File: config.mk
export PLATFORM = sky130hd
export DESIGN_NAME = gemm_tile_controller
export DESIGN_NICKNAME = d
export VERILOG_FILES = /design/src/rtl/gemm_tile_controller.sv
export SDC_FILE = /design/constraint.sdc
export NUM_CORES = 1
export LEC_CHECK = 0
export CAP_MARGIN = 40
export CORE_MARGIN = 1.5
export CORE_UTILIZATION = 52
export CTS_CLUSTER_DIAMETER = 60
export DETAILED_ROUTE_END_ITERATION = 12
export GPL_TIMING_DRIVEN = 1
export MAX_ROUTING_LAYER = met4
export PLACE_DENSITY = 0.78
export SLEW_MARGIN = 15
export SYNTH_ARGS = -nofsm -noshare
export SYNTH_HDL_FRONTEND = slang
export SYNTH_SLANG_ARGS = --single-unit
File: constraint.sdc
create_clock -name clk_i -period 6.1 [get_ports clk_i]
set_input_delay 1.22 -clock clk_i [delete_from_list [all_inputs] [get_ports clk_i]]
set_output_delay 1.22 -clock clk_i [all_outputs]
set_load 0.01 [all_outputs]
File: src/rtl/gemm_tile_controller.sv
// gemm_tile_controller
//   Sequencer for a RowPar x ColPar output-stationary MAC array. At start it latches the
//   M/K/N sizes, then walks the output matrix tile by tile (M-tile outer, N-tile middle,
//   K innermost). It drives the loop counters for A/B address generation, the MAC
//   valid/init pulses, and per-PE C write enables with partial-tile row/col masking.
//
// Ports
//   clk_i, rst_i            clock (rising edge), asynchronous active-high reset
//   start_i                 start pulse, only honoured in idle
//   input_valid_i           A/B data available this cycle; low stalls the beat
//   M_size_i/K_size_i/N_size_i  problem sizes, sampled at start
//   m_tile_o/n_tile_o/k_count_o loop counters for A/B address generation
//   mac_valid_o/init_save_o MAC operand valid and accumulator-overwrite pulse
//   c_m_tile_o/c_n_tile_o   tile indices of the tile being written to C
//   c_we_o                  per-PE C write enable, bit r*ColPar+c
//   busy_o/done_o           busy in run/drain, one-cycle completion pulse
module gemm_tile_controller #(
  parameter int unsigned SizeAddrWidth = 8,
  parameter int unsigned RowPar        = 4,
  parameter int unsigned ColPar        = 16
) (
  input  logic                       clk_i,
  input  logic                       rst_i,
  input  logic                       start_i,
  input  logic                       input_valid_i,
  input  logic [SizeAddrWidth-1:0]   M_size_i,
  input  logic [SizeAddrWidth-1:0]   K_size_i,
  input  logic [SizeAddrWidth-1:0]   N_size_i,
  output logic [SizeAddrWidth-1:0]   m_tile_o,
  output logic [SizeAddrWidth-1:0]   n_tile_o,
  output logic [SizeAddrWidth-1:0]   k_count_o,
  output logic                       mac_valid_o,
  output logic                       init_save_o,
  output logic [SizeAddrWidth-1:0]   c_m_tile_o,
  output logic [SizeAddrWidth-1:0]   c_n_tile_o,
  output logic [RowPar*ColPar-1:0]   c_we_o,
  output logic                       busy_o,
  output logic                       done_o
);

  localparam int unsigned SW   = SizeAddrWidth;
  localparam int unsigned TW   = SizeAddrWidth + 1;
  localparam int unsigned MaxP = (RowPar > ColPar) ? RowPar : ColPar;
  localparam int unsigned MW   = SizeAddrWidth + $clog2(MaxP) + 2;

  typedef enum logic [1:0] {StIdle, StRun, StDrain, StDone} state_e;

  state_e                   state_q;
  logic [SW-1:0]            m_size_q, k_size_q, n_size_q;
  logic [TW-1:0]            mt_q, nt_q;
  logic [SW-1:0]            m_tile_q, n_tile_q, k_q;
  // Stage 1: beat registered alongside the SRAM read
  logic                     v1_q, init1_q, end1_q;
  logic [SW-1:0]            m1_q, n1_q;
  // Stage 2: aligned with the registered MAC output
  logic [RowPar*ColPar-1:0] c_we_q;
  logic [SW-1:0]            c_m_q, c_n_q;
  logic                     done_q;

  logic                     beat, k_last, n_last, m_last, any_zero;
  logic [TW-1:0]            mt_calc, nt_calc;
  logic [RowPar-1:0]        row_valid;
  logic [ColPar-1:0]        col_valid;
  logic [RowPar*ColPar-1:0] we_mask;

  always_comb begin
    beat     = (state_q == StRun) && input_valid_i;
    k_last   = (k_q == k_size_q - SW'(1));
    n_last   = ({1'b0, n_tile_q} == nt_q - TW'(1));
    m_last   = ({1'b0, m_tile_q} == mt_q - TW'(1));
    any_zero = (M_size_i == '0) || (K_size_i == '0) || (N_size_i == '0);
    // Extra bit keeps ceil() exact at the maximum size
    mt_calc  = (TW'(M_size_i) + TW'(RowPar - 1)) / TW'(RowPar);
    nt_calc  = (TW'(N_size_i) + TW'(ColPar - 1)) / TW'(ColPar);
  end

  // Edge-tile masks for the tile leaving stage 1
  always_comb begin
    row_valid = '0;
    col_valid = '0;
    we_mask   = '0;
    for (int r = 0; r < RowPar; r++) begin
      row_valid[r] = (MW'(m1_q) * MW'(RowPar) + MW'(r)) < MW'(m_size_q);
    end
    for (int c = 0; c < ColPar; c++) begin
      col_valid[c] = (MW'(n1_q) * MW'(ColPar) + MW'(c)) < MW'(n_size_q);
    end
    for (int r = 0; r < RowPar; r++) begin
      for (int c = 0; c < ColPar; c++) begin
        we_mask[r*ColPar+c] = row_valid[r] & col_valid[c];
      end
    end
  end

  always_ff @(posedge clk_i or posedge rst_i) begin
    if (rst_i) begin
      state_q  <= StIdle;
      m_size_q <= '0;
      k_size_q <= '0;
      n_size_q <= '0;
      mt_q     <= '0;
      nt_q     <= '0;
      m_tile_q <= '0;
      n_tile_q <= '0;
      k_q      <= '0;
      v1_q     <= 1'b0;
      init1_q  <= 1'b0;
      end1_q   <= 1'b0;
      m1_q     <= '0;
      n1_q     <= '0;
      c_we_q   <= '0;
      c_m_q    <= '0;
      c_n_q    <= '0;
      done_q   <= 1'b0;
    end else begin
      // Pipeline shifts every cycle; idle/stall cycles carry zeros
      v1_q    <= beat;
      init1_q <= beat && (k_q == '0);
      end1_q  <= beat && k_last;
      m1_q    <= m_tile_q;
      n1_q    <= n_tile_q;
      c_we_q  <= end1_q ? we_mask : '0;
      c_m_q   <= m1_q;
      c_n_q   <= n1_q;
      // Registered one cycle after DONE so the pulse trails the final C write
      done_q  <= (state_q == StDone);

      unique case (state_q)
        StIdle: begin
          if (start_i) begin
            m_size_q <= M_size_i;
            k_size_q <= K_size_i;
            n_size_q <= N_size_i;
            mt_q     <= mt_calc;
            nt_q     <= nt_calc;
            m_tile_q <= '0;
            n_tile_q <= '0;
            k_q      <= '0;
            state_q  <= any_zero ? StDone : StRun;
          end
        end
        StRun: begin
          if (beat) begin
            if (!k_last) begin
              k_q <= k_q + SW'(1);
            end else if (!n_last) begin
              k_q      <= '0;
              n_tile_q <= n_tile_q + SW'(1);
            end else if (!m_last) begin
              k_q      <= '0;
              n_tile_q <= '0;
              m_tile_q <= m_tile_q + SW'(1);
            end else begin
              // Final beat: counters freeze on the last tile
              state_q <= StDrain;
            end
          end
        end
        // Drain plus the DONE cycle give the two cycles the pipeline needs
        StDrain: state_q <= StDone;
        StDone:  state_q <= StIdle;
        default: state_q <= StIdle;
      endcase
    end
  end

  assign m_tile_o    = m_tile_q;
  assign n_tile_o    = n_tile_q;
  assign k_count_o   = k_q;
  assign mac_valid_o = v1_q;
  assign init_save_o = init1_q;
  assign c_m_tile_o  = c_m_q;
  assign c_n_tile_o  = c_n_q;
  assign c_we_o      = c_we_q;
  assign busy_o      = (state_q == StRun) || (state_q == StDrain);
  assign done_o      = done_q;

endmodule
; Word-level counts from Yosys, hierarchy flattened
; Index checks and enable logic that the tools add are counted.
[op_classes]
n_addsub = 26
order_cmp = 20
n_eq_ne = 14
n_mux = 23
n_bitwise = 64
n_reduce_logical = 17
[ops]
columns = cell, count
row1 = $lt A13 B8 Y1, 15
row2 = $add A12 B4 Y13 const B, 8
row3 = $mux W8, 12
row4 = $and A1 B1 Y1, 64
row5 = $mux W64, 1
row6 = $add A12 B3 Y13 const B, 4
row7 = $pmux W8 S2, 3
row8 = $lt A11 B8 Y1, 3
row9 = $logic_not A8 Y1, 4
row10 = $add A12 B2 Y13 const B, 2
row11 = $add A8 B1 Y8 const B, 3
row12 = $add A10 B2 Y11 const B, 2
row13 = $eq A8 B9 Y1, 2
row14 = $add A12 B1 Y13 const B, 1
row15 = $lt A12 B8 Y1, 1
row16 = $mux W2, 6
row17 = $ne A2 B2 Y1 const B, 6
row18 = $add A10 B1 Y11 const B, 1
row19 = $lt A10 B8 Y1, 1
row20 = $reduce_and A5 Y1, 2
row21 = $add A8 B2 Y9 const B, 1
row22 = $add A8 B4 Y9 const B, 1
row23 = $eq A8 B8 Y1, 1
row24 = $pmux W2 S4, 1
row25 = 14 further kinds, 19
[totals]
reg_bits = 162
wordCells = 182

; Longest topological paths before layout
[depth]
word_depth = 7
depth_mapped = 11
mapped_depth_nobuf = 9

; Worst setup path after synthesis
; Ideal clock, no wire load.
[synth_path]
path_kind = input -> register
startpoint = input input_valid_i
endpoint = register n_tile_q[3] (netlist: n_tile_o[3])
arrival_ns = 2.870
required_ns = 6.022
slack_ns = 3.152
path_stages = 8
path_cell_list = inv_1 > a22oi_1 > o21ai_0 > inv_1 > o41ai_4 > buf_6 > or4_1 > a21oi_1
[synth_between]
elab_chain_len = 3
[synth_lines]
columns = element, line
row1 = start: declaration, 25  ; input logic input_valid_i,
row2 = $logic_and A1 B1 Y1, 67  ; beat = (state_q == StRun) && input_valid_i;
row3 = $ne A2 B2 Y1 (no source line), -
row4 = $reduce_and A5 Y1 (no source line), -
row5 = end signal: assignment, 148  ; n_tile_q <= n_tile_q + SW'(1);
row6 = end: declaration, 51  ; logic [SW-1:0] m_tile_q, n_tile_q, k_q;
; Every way passes these cells.
; A chain may end at the register's enable or synchronous reset.

; Worst setup path after layout
[layout_path]
startpoint = register k_size_q[0]
endpoint = register n_tile_q[6] (netlist: n_tile_o[6])
[layout_between]
elab_chain_len = 4
[layout_lines]
columns = element, line
row1 = start: declaration, 49  ; logic [SW-1:0] m_size_q, k_size_q, n_size_q;
row2 = start signal: assignment, 132  ; k_size_q <= K_size_i;
row3 = $sub A8 B1 Y8, 68  ; k_last = (k_q == k_size_q - SW'(1));
row4 = $eq A8 B8 Y1, 68
row5 = $ne A2 B2 Y1 (no source line), -
row6 = $reduce_and A5 Y1 (no source line), -
; Every way passes these cells.

==> run_results.csv <==
group,metric,value,unit
outcome,outcome,"completed",
grt,antenna_found_initial,0,
clock_tree,cts_buffers,17,
final_layout,final_cell_area,9180,sq um
synthesis,yosys_warnings,0,
sta,worst_slack,2680,ps
placement,port_buffers,135,
synthesis,syn_avg_cell_area,10.8,sq um
sta,fin_tns_setup,0,ps
critical_path,arrival,3760,ps
route,wl_met3,845,microns
route,wl_per_cell,16.1,microns
grt,grt_overflow,0,
route,drc_errors,0,
worst_hold_path,hp-class,"reg2reg",
synthesis,synth_top_family_by_area,"simple AND/OR/NAND/NOR gates",
route,dr.first_iter.drc_count,286,
placement,dp_hpwl,11500,microns
route,met2_length,7940,microns
synthesis,yosys.area.top_type,"dfrtp_1",
grt,grt.total_usage,24.2,%
critical_path,setup.worst_path.class,"reg2reg",
clock_tree,clockBufferDepth,2,
critical_path,startpoint_type,"flip-flop",
placement,pre_cts_slack,2350,ps
sta,rsz0062_at_grt,"false",
floorplan,die_h,119,microns
sta,setup_viol,0,
sta,whs,376,ps
sta,period_needed,3420,ps
synthesis,synth_area_leaders,"dfrtp_1, ha_1, nor2_1",
synthesis,muxShareOfSynthArea,4.22,%
critical_path,critPathCaptureType,"flip-flop",
synthesis,yosys_most_used_dff,"dfrtp_1",
critical_path,cp.required,6440,ps
synthesis,synth_nets,707,
sta,hold_viol,0,
final_layout,syn_to_final_growth,30.2,%
grt,grt_max_degree,65,
synthesis,synth-xor-area-share,4.10,%
floorplan,core,13200,sq um
synthesis,ys_async_sr_fraction,100,%
synthesis,synth_simple_gate_area_share,17.5,%
grt,grt_pass1_wl,26100,microns
pwr,ir_drop,0.266,mV
clock_tree,cts_resized,0,
clock_tree,clk_pin_slew,60,ps
route,vias_per_cell,5.50,
placement,dpl_cell_area,8600,sq um
synthesis,synth_compound_area_share,8.74,%
route,drt_first_pass_iters,5,
route,vias,5405,
route,wirelength,15900,microns
final_layout,fillers,954,
synthesis,synth_fa_ha_area_share,4.26,%
route,postRouteAntennaNets,0,
clock_tree,insertion_delay,420,ps
sta,max_freq,293,MHz
floorplan,floorplan.initialDensity,53.3,%
route,drt-met1-wl,6760,microns
clock_tree,post_cts_buffers,0,
placement,gp_congestion,0.887,
pwr,power_density,424,nW/um^2
synthesis,synth_edf_count,0,
critical_path,crit_fanout,12,
synthesis,synth_top_area_share,57.5,%
clock_tree,cts_root_buf,"clkbuf_16",
sta,clock_skew,5.85,ps
clock_tree,cts_tree,"yes",
floorplan,die_width,119,microns
sta,maxSlewHeadroom,39.5,%
synthesis,ys_types,51,
final_layout,diodes,0,
synthesis,synth_seq_area_share,57.5,%
synthesis,syn_area,7060,sq um
flow_run,drv_cap,0,
floorplan,dieArea,14300,sq um
sta,slew_viol_final,0,
pwr,leakage,4.34,nW
synthesis,synthCells,655,
sta,worst_slew_pin_slew,899,ps
grt,grt_pass1_vias,5292,
final_layout,drive_gt1_share,9.79,%
route,dr.max_layer_used,"met4",
pwr,power.total,3.90,mW
synthesis,synth-seq-cells,162,
sta,finalCritPeriodShare,56.0,%
clock_tree,cts.htree.levels,4,
clock_tree,clock-sinks,162,
final_layout,layout.nets,847,
clock_tree,cts_hold_buffers,0,
floorplan,num_rows,42,
floorplan,io_pins,136,
-- final cells by class --
| cell class | instances | area (sq um) | share of cell area, % |
|---|---|---|---|
| Inverter | 44 | 170 | 1.85 |
| Multi-Input combinational cell | 427 | 2740 | 29.8 |
| Timing Repair Buffer | 143 | 1440 | 15.7 |
| Sequential cell | 162 | 4050 | 44.1 |
| Tap cell | 176 | 220 | 2.40 |
| Clock buffer | 21 | 460 | 5.01 |
| Clock inverter | 10 | 103 | 1.12 |
-- Yosys cell counts (3+ instances only) --
cell type and count:
o211ai_1 3, inv_1 44, xnor2_1 19, nor2b_1 9, mux2_2 21, nand2_1 48
nor2_1 74, nor3_1 17, o21ai_0 29, nand3_1 24, or4_1 6, xor2_1 14
nand4_1 11, nand2b_1 3, nand3b_1 3, dfrtp_1 162, a21o_1 5, o31ai_1 8
a31oi_1 5, and3_1 8, o21ai_1 12, clkbuf_1 18, ha_1 24, a21oi_1 18
mux2i_1 5, and2_1 4, nor4_1 14, or3_1 7, or2_2 12
-- per-stage QoR --
stage | util [%] | instances
after detailed placement | 64.9 | 950
after global placement | 64.7 | 948
after global routing | 69.4 | 983
after CTS | 69.2 | 981
final | 69.4 | 983
after floorplan | - | 655
-- worst paths after layout --
path / startpoint / to / slack [ps] / cells past startpoint
max reg2reg: k_size_q[0] / n_tile_o[6] / 2680 / 8
min: n1_q[5] / c_n_tile_o[5] / 380 / 0
max in group asynchronous: rst_i / m_size_q[7] / 3600 / 4
min reg2reg: n1_q[5] / c_n_tile_o[5] / 380 / 0
max: k_size_q[0] / n_tile_o[6] / 2680 / 8
min in group asynchronous: rst_i / c_we_o[19] / 1210 / 2
-- routing by layer --
layer / GRT usage, % / vias up
li1: - / 2525
met1: 29.5 / 2620
met2: 39.5 / 224
met3: 5.32 / 36
met4: 9.30 / 0
met5: - / -
-- power by group --
group | internal, mW | leakage [nW] | switching, mW
sequential | 1.29 | 2.18 | 0.248
clock | 0.585 | 0.270 | 0.423
combinational | 0.613 | 1.89 | 0.738
total | 2.49 | 4.34 | 1.41
-- critical path: stages, from the launching register on --
cell and delay, ps:
dfrtp_1 420, or4_4 570, and4bb_1 300, a311oi_2 60
a211oi_2 720, nor2_1 310, buf_4 260, or4_1 510
a21oi_1 180
-- cells by family (layout without fill, tap and decap cells) --
logic type               after synthesis  in the layout
flip-flops                           162            162
AO/OA/AOI/OAI                         95             95
XOR/XNOR                              33             33
AND/OR/NAND/NOR                      248            248
buffers and inverters                 66            218
adder cells (fa/ha/maj)               24             24
multiplexers                          27             27
-- sequential cells by signal, indices dropped and copies added, names as in the netlist --
| name | flops |
|---|---|
| mt_q | 7 |
| end1_q | 1 |
| nt_q | 5 |
| c_n_tile_o | 8 |
| n_tile_o | 8 |
| done_o | 1 |
| n_size_q | 8 |
| k_count_o | 8 |
| state_q | 2 |
| n1_q | 8 |
| init_save_o | 1 |
| c_m_tile_o | 8 |
| mac_valid_o | 1 |
| m_tile_o | 8 |
| c_we_o | 64 |
| m1_q | 8 |
| m_size_q | 8 |
| k_size_q | 8 |
-- placed cells by master (no fill, tap or decap), types with 6 or more instances in the layout --
| master | n |
|---|---|
| nor2_1 | 74 |
| nand4_1 | 11 |
| o31ai_1 | 8 |
| o21ai_0 | 29 |
| dfrtp_1 | 162 |
| xor2_1 | 14 |
| nand3_1 | 24 |
| or3_1 | 7 |
| clkdlybuf4s50_1 | 135 |
| a21oi_1 | 18 |
| inv_1 | 43 |
| mux2_2 | 21 |
| nor3_1 | 17 |
| nor2b_1 | 9 |
| clkbuf_16 | 17 |
| or4_1 | 6 |
| xnor2_1 | 19 |
| ha_1 | 24 |
| or2_2 | 12 |
| nor4_1 | 14 |
| and3_1 | 8 |
| o21ai_1 | 12 |
| nand2_1 | 48 |
Power figures use the tool's default switching activity.
